### config.mk
export PLATFORM = sky130hd
export DESIGN_NAME = fp_minmax_sched
export DESIGN_NICKNAME = d
export VERILOG_FILES = /design/src/rtl/fp_minmax_sched.sv
export SDC_FILE = /design/constraint.sdc
export NUM_CORES = 1
export LEC_CHECK = 0
export CORE_AREA = 5 5 129 131
export DETAILED_ROUTE_END_ITERATION = 10
export DIE_AREA = 0 0 134 136
export PLACE_DENSITY = 0.74
export RECOVER_POWER = 50
export SLEW_MARGIN = 25
export SYNTH_ARGS = -nofsm -noshare
export SYNTH_HDL_FRONTEND = slang
export SYNTH_SLANG_ARGS = --single-unit
### constraint.sdc
create_clock -name clk -period 3.97 [get_ports clk]
set_input_delay 0.9925 -clock clk [delete_from_list [all_inputs] [get_ports clk]]
set_output_delay 0.9925 -clock clk [all_outputs]
set_load 0.02 [all_outputs]
### src/rtl/fp_minmax_sched.sv
// Round-robin sequencer sharing one combinational FP add/sub/min/max datapath
// between two requesters; operands are held for DP_LAT cycles, then the result is returned.
module fp_minmax_sched #(
   parameter int XLEN   = 32,
   parameter int DP_LAT = 2
) (
   input  logic            clk,
   input  logic            rst_n,
   input  logic            req0_valid,
   output logic            req0_ready,
   input  logic [1:0]      req0_op,
   input  logic [XLEN-1:0] req0_a,
   input  logic [XLEN-1:0] req0_b,
   input  logic            req1_valid,
   output logic            req1_ready,
   input  logic [1:0]      req1_op,
   input  logic [XLEN-1:0] req1_a,
   input  logic [XLEN-1:0] req1_b,
   output logic            rsp0_valid,
   input  logic            rsp0_ready,
   output logic            rsp1_valid,
   input  logic            rsp1_ready,
   output logic [XLEN-1:0] rsp_data,
   output logic [XLEN-1:0] dp_frs1,
   output logic [XLEN-1:0] dp_frs2,
   output logic            dp_funct,
   output logic            dp_en,
   input  logic [XLEN-1:0] dp_frd,
   input  logic [XLEN-1:0] dp_min,
   input  logic [XLEN-1:0] dp_max,
   output logic            busy
);

   typedef enum logic [1:0] {IDLE, EXEC, RESP} state_t;

   state_t          state_reg, state_next;
   logic            last_grant_reg, last_grant_next;
   logic            owner_reg, owner_next;
   logic [3:0]      cnt_reg, cnt_next;
   logic [1:0]      op_reg, op_next;
   logic [XLEN-1:0] frs1_reg, frs1_next;
   logic [XLEN-1:0] frs2_reg, frs2_next;
   logic [XLEN-1:0] rsp_data_reg, rsp_data_next;

   logic [1:0]      req_valid, req_ready, rsp_valid, rsp_ready;
   logic [1:0]      req_op [2];
   logic [XLEN-1:0] req_a  [2];
   logic [XLEN-1:0] req_b  [2];
   logic            grant_any, grant_id;

   assign req_valid = {req1_valid, req0_valid};
   assign rsp_ready = {rsp1_ready, rsp0_ready};
   assign req_op[0] = req0_op;
   assign req_op[1] = req1_op;
   assign req_a[0]  = req0_a;
   assign req_a[1]  = req1_a;
   assign req_b[0]  = req0_b;
   assign req_b[1]  = req1_b;

   // On contention the requester that did not win last time is served.
   assign grant_any = |req_valid;
   assign grant_id  = (&req_valid) ? ~last_grant_reg : req_valid[1];

   generate
      for (genvar gi = 0; gi < 2; gi++) begin : g_chan
         assign req_ready[gi] = (state_reg == IDLE) && grant_any && (grant_id == 1'(gi));
         assign rsp_valid[gi] = (state_reg == RESP) && (owner_reg == 1'(gi));
      end
   endgenerate

   assign req0_ready = req_ready[0];
   assign req1_ready = req_ready[1];
   assign rsp0_valid = rsp_valid[0];
   assign rsp1_valid = rsp_valid[1];
   assign rsp_data   = rsp_data_reg;
   assign dp_frs1    = frs1_reg;
   assign dp_frs2    = frs2_reg;
   assign dp_en      = (state_reg == EXEC);
   // MIN/MAX come from the sign of frs1-frs2, so the datapath must subtract for them too.
   assign dp_funct   = dp_en && (op_reg[1] || op_reg[0]);
   assign busy       = (state_reg != IDLE);

   always_comb begin
      state_next      = state_reg;
      last_grant_next = last_grant_reg;
      owner_next      = owner_reg;
      cnt_next        = cnt_reg;
      op_next         = op_reg;
      frs1_next       = frs1_reg;
      frs2_next       = frs2_reg;
      rsp_data_next   = rsp_data_reg;
      case (state_reg)
         IDLE: begin
            if (grant_any) begin
               frs1_next       = req_a[grant_id];
               frs2_next       = req_b[grant_id];
               op_next         = req_op[grant_id];
               owner_next      = grant_id;
               last_grant_next = grant_id;
               cnt_next        = 4'(DP_LAT - 1);
               state_next      = EXEC;
            end
         end
         EXEC: begin
            if (cnt_reg == 4'd0) begin
               case (op_reg)
                  2'b10:   rsp_data_next = dp_min;
                  2'b11:   rsp_data_next = dp_max;
                  default: rsp_data_next = dp_frd;
               endcase
               state_next = RESP;
            end else begin
               cnt_next = cnt_reg - 4'd1;
            end
         end
         RESP: begin
            if (rsp_ready[owner_reg]) state_next = IDLE;
         end
         default: state_next = IDLE;
      endcase
   end

   always_ff @(posedge clk or negedge rst_n) begin
      if (!rst_n) begin
         state_reg      <= IDLE;
         last_grant_reg <= 1'b1;
         owner_reg      <= 1'b0;
         cnt_reg        <= 4'd0;
         op_reg         <= 2'b00;
         frs1_reg       <= '0;
         frs2_reg       <= '0;
         rsp_data_reg   <= '0;
      end else begin
         state_reg      <= state_next;
         last_grant_reg <= last_grant_next;
         owner_reg      <= owner_next;
         cnt_reg        <= cnt_next;
         op_reg         <= op_next;
         frs1_reg       <= frs1_next;
         frs2_reg       <= frs2_next;
         rsp_data_reg   <= rsp_data_next;
      end
   end

endmodule

# After elaboration in Yosys (flattened, before gate mapping)
# Index checks and enable logic that the tools add are counted.
[totals]
inputBits = 234
regBits = 106
out_inout_bits = 103
[op_classes]
n_lt_le_gt_ge = 2
eq_ne = 8
addsub = 1
n_bitwise = 4
reduce_logical = 17
mux = 20
[op_table]
columns = ["operator", "n"]
rows = [
  ["two-way mux 32 bit", 6],
  ["one-hot mux 32 bit (2 select lines)", 1],
  ["two-way mux 2 bit", 6],
  ["two-way mux 4 bit", 2],
  ["one-hot mux 4 bit (2 select lines)", 1],
  ["equality test 2 bit, second input constant", 3],
  ["logical AND 1 bit", 6],
  ["one-hot mux 2 bit (3 select lines)", 1],
  ["AND reduction 2 bit", 3],
  ["AND reduction 3 bit", 2],
  ["zero test 4 bit", 1],
  ["!= test 2 x 1 -> 1 bit, second input constant", 2],
  ["!= test 2 bit, second input constant", 2],
  ["nonzero test 2 bit", 2],
  ["subtractor 4 x 1 -> 4 bit, second input constant", 1],
  ["two-way mux 1 bit", 3],
  ["NOT 1 bit", 3],
  ["equality test 2 x 1 -> 1 bit, second input constant", 1],
  ["greater-or-equal comparator 2 bit, second input constant", 1],
  ["zero test 2 bit", 1],
  ["less-than comparator 1 x 2 -> 1 bit, second input constant", 1],
  ["NOT 1 -> 2 bit", 1],
  ["OR reduction 2 bit", 1],
  ["logical OR 1 bit", 1],
]

# Depth between registers and ports, before layout
[logic_depth]
ltp_word = 6
depth_mapped = 7

# Least setup slack after synthesis
# No wires, ideal clock.
[synth_path]
kind = "in2out"
from = "input port req1_valid"
to = "output port req1_ready"
required_time_ps = 2978
arrival_time_ps = 1823
setup_slack_ps = 1154
path_buffers = 2
stages = 4
path_cell_list = "a21boi_1 buf_2 buf_2 and2_1"
[synth_between]
elab_chain_len = 3
elab_cells_between_ends = 5
cone_classes = "mux (1); reduce/logical (4)"
[synth_rtl]
columns = ["item", "line", "text"]
rows = [
  ["start, declared", "14", "input logic req1_valid,"],
  ["AND reduction 2 bit / OR reduction 2 bit (equally long branches)", "62, 61", ""],
  ["two-way mux 1 bit / logical AND 1 bit (equally long branches)", "62, 66", ""],
  ["logical AND 1 bit *", "66", "assign req_ready[gi] = (state_reg == IDLE) && grant_any && (grant_id == 1'(gi));"],
  ["end, declared", "15", "output logic req1_ready,"],
]
# Every way passes the cells marked *; elsewhere a longest branch is shown, timed or not.

# Worst setup path in the final report
[layout_path]
from = "input port req0_valid"
to = "output port req1_ready"
[layout_between]
elab_chain_len = 3
elab_cells_between_ends = 5
cone_classes = "mux (1); reduce/logical (4)"
[layout_rtl]
columns = ["item", "line", "text"]
rows = [
  ["start, declared", "9", "input logic req0_valid,"],
  ["AND reduction 2 bit / OR reduction 2 bit (equally long branches)", "62, 61", ""],
  ["two-way mux 1 bit / logical AND 1 bit (equally long branches)", "62, 66", ""],
  ["logical AND 1 bit *", "66", ""],
]
# Marked as above.

==> flow_metrics.tcl <==
set metrics [dict create \
    core_sq_mm 0.01548 \
    p_comb_share_pct 56.7 \
    grt_pass1_vias 5179 \
    r2r-start "state_reg[1]" \
    cp.arrival_ns 2.62 \
    antenna_found_initial 0 \
    ant_nets 0 \
    critPathLaunchType "primary input" \
    synth_edf_count 0 \
    slew_viol_final 70 \
    synth_nets 686 \
    setup_viol 0 \
    synth_cells 451 \
    num-fill-cells 1272 \
    cts.repair.resized 0 \
    fin_crit_sh_pct 91.01 \
    worstSetupPathType "primary input to output pin" \
    cts-buffers-inserted 9 \
    grt_start_max_net_pins 67 \
    cts_tree "built" \
    rsz0062_at_grt "no" \
    clock-sinks 106 \
    yosysMostFrequentCell "dfrtp_1" \
    diodes 0 \
    fin_nets 997 \
    cts_hold_buffers 0 \
    wl_per_cell_um 19.24 \
    status "complete, but fails checks" \
    end_kind "output pin" \
    p_total_mw 6.607 \
    initial_core_util_pct 33.33 \
    io_pins 337 \
    routed_wl_mm 18.45 \
    slowest_stage "dlygate4sd3_1" \
    rows 46 \
    netlist.top_cell.by_area "dfrtp_1" \
    firstDrtPassIters 4 \
    die_h_um 136 \
    drive_gt1_share_pct 3.911 \
    met2WireLength_mm 8.979 \
    die_area_sq_mm 0.01822 \
    vias 4956 \
    die_width_um 134 \
    routabilityCongestion 0.8127 \
    pwr_density_cell_mw_per_mm2 739.0 \
    yosysWarnings 0 \
    seqPwrFrac_pct 29.7 \
    hpwlAfterDp_mm 14.21 \
    top_layer_used "met4" \
    clock_latency_ns 0.33 \
    p_switching_mw 2.616 \
    gr-total-overflow 0 \
    grt_pass1_wl_mm 27.96 \
    cts.clk_slew.worst_paths_ns 0.07 \
    cts_buffer_depth 2 \
    ys_seq_area_share_pct 51.43 \
    post-route-min-period_ns 3.613 \
    remaining_drc_errors 0 \
    crit_fanout 5 \
    crit_chain "dlygate4sd3_1, a21boi_4, and2_1, clkdlybuf4s50_1" \
    fmax_ghz 0.2768 \
    worst_slew_pin_slew_ns 2.595 \
    reg2reg_slack_ns 0.81 \
    swShare_pct 39.60 \
    io_buffers 336 \
    rr_worst_depth 5 \
    required_ns 2.98 \
    ys_types 32 \
    hold_depth 1 \
    ys.flop_type "dfrtp_1" \
    post_cts_buffers 0 \
    wirelength_met1_mm 7.211 \
    max_stage_delay_ns 0.63 \
    tns_ns 0 \
    async_reset_ff_share_pct 100.0 \
    yosys-top-cells-area "dfrtp_1 51%, a221o_1 13%, and3_1 8.1%" \
    cts-root-buf "clkbuf_16" \
    synth_common_cells "105 x dfrtp_1, 67 x and3_1, 66 x a221o_1" \
    hold_path_end "rsp_data[15]" \
    hp-class "flip-flop to flip-flop" \
    internal-power_mw 3.990 \
    drt_iter0_markers 296 \
    viasPerCell 5.168 \
    avgSynthCellArea_sq_um 11.44 \
    worst_ir_drop_vdd_v 0.0003860 \
    relSlewSlack_pct -73.01 \
    yosysTopAreaCellShare_pct 50.92 \
    r2r-end "dp_frs2[22]" \
    hold_violations 0 \
    hold-worst-slack_ns 0.4896 \
    area_delta_synth_final_pct 73.25 \
    synth_seq_cells 106 \
    failed_checks "max-capacitance violations, max-slew violations" \
    syn_area_sq_mm 0.005160 \
    drv_cap 2 \
    htree_levels 3 \
    fin_skew_ns 0.006594 \
    p_leak_nw 3.902 \
    p_clk_share_pct 13.6 \
    gr-usage-all-layers_pct 19.40 \
    min_from "rsp_data[15]" \
    met3WireLength_mm 1.798 \
]
==> routing by layer <==
layer  track usage, %  up-vias
li1                 -     2338
met4            6.229        0
met1            22.56     2327
met2            33.58      264
met5                0        -
met3            6.810       27
==> worst max-delay path by stage <==
| stage | from | to | slack (ns) | cells past startpoint |
|---|---|---|---|---|
| 2_1_floorplan | req1_valid | req1_ready | 1.15 | 4 |
| 3_3_place_gp | req1_valid | req1_ready | 0.40 | 4 |
| 3_5_place_dp | req1_valid | req1_ready | 0.33 | 4 |
| 4_1_cts | req1_valid | req1_ready | 0.33 | 4 |
| 5_1_grt | rst_n | op_reg[0] | 0.21 | 1 |
| 6_report | req0_valid | req1_ready | 0.36 | 4 |
==> cell type report <==
class,instances,area (sq um),area share [%]
Multi-Input combinational cell,296,2282,25.53
Timing Repair Buffer,344,3438,38.46
Inverter,5,18.77,0.2099
Tap cell,192,240.2,2.687
Clock inverter,6,65.06,0.7278
Clock buffer,10,239.0,2.673
Sequential cell,106,2656,29.71
==> worst max-delay path: cells and delay by family <==
kind            cells  cell delay [ns]
buf+inv             2             1.26
simple gates        1             0.20
compound gates      1             0.17
==> through the flow <==
stage	util (%)	instances	area (sq um)	setup slack, ns
after floorplan	-	451	5160	1.154
after global placement	55.90	943	8655	0.3960
after detailed placement	55.90	943	8655	0.3323
after CTS	57.86	959	8959	0.3296
after global routing	57.74	959	8940	0.2062
final	57.74	959	8940	0.3570
==> power by group through the flow <==
| stage | clock [mW] | combinational (mW) | sequential [mW] |
|---|---|---|---|
| final | 0.897 | 3.75 | 1.96 |
| after global routing | 0.965 | 4.02 | 2.03 |
| after CTS | 0.923 | 3.84 | 1.97 |
| after detailed placement | 0 | 3.84 | 1.97 |
| after global placement | 0 | 3.77 | 1.96 |
| after floorplan | 0 | 1.55 | 2.51 |
==> cells in the final DEF, fill, tap and decap left out, drive strengths merged, types with 2 or more instances in the layout <==
cell           Yosys  layout
clkbuf            24      12
buf               20       7
a221o             66      66
nor3               3       3
nand2              3       3
nor2              38      38
nand2b             4       4
mux2              33      33
clkdlybuf4s50      0     320
a21o               3       3
clkinv             0       3
dlygate4sd3        0      15
and3              67      67
o21ai              4       4
mux2i             33      33
inv                5       6
a21oi             32      32
dfrtp            105     105
a21boi             2       2
==> cells by family (layout without fill, tap and decap cells) <==
kind of cell | count (synthesis) | in the layout | synth area share (%)
AND/OR/NAND/NOR | 119 | 119 | 12.54
buffers and inverters | 49 | 365 | 4.607
AO/OA/AOI/OAI | 110 | 110 | 17.58
adder cells (fa/ha/maj) | 1 | 1 | 0.2424
flip-flops | 106 | 106 | 51.43
multiplexers | 66 | 66 | 13.60
Power figures use the tool's default switching activity.
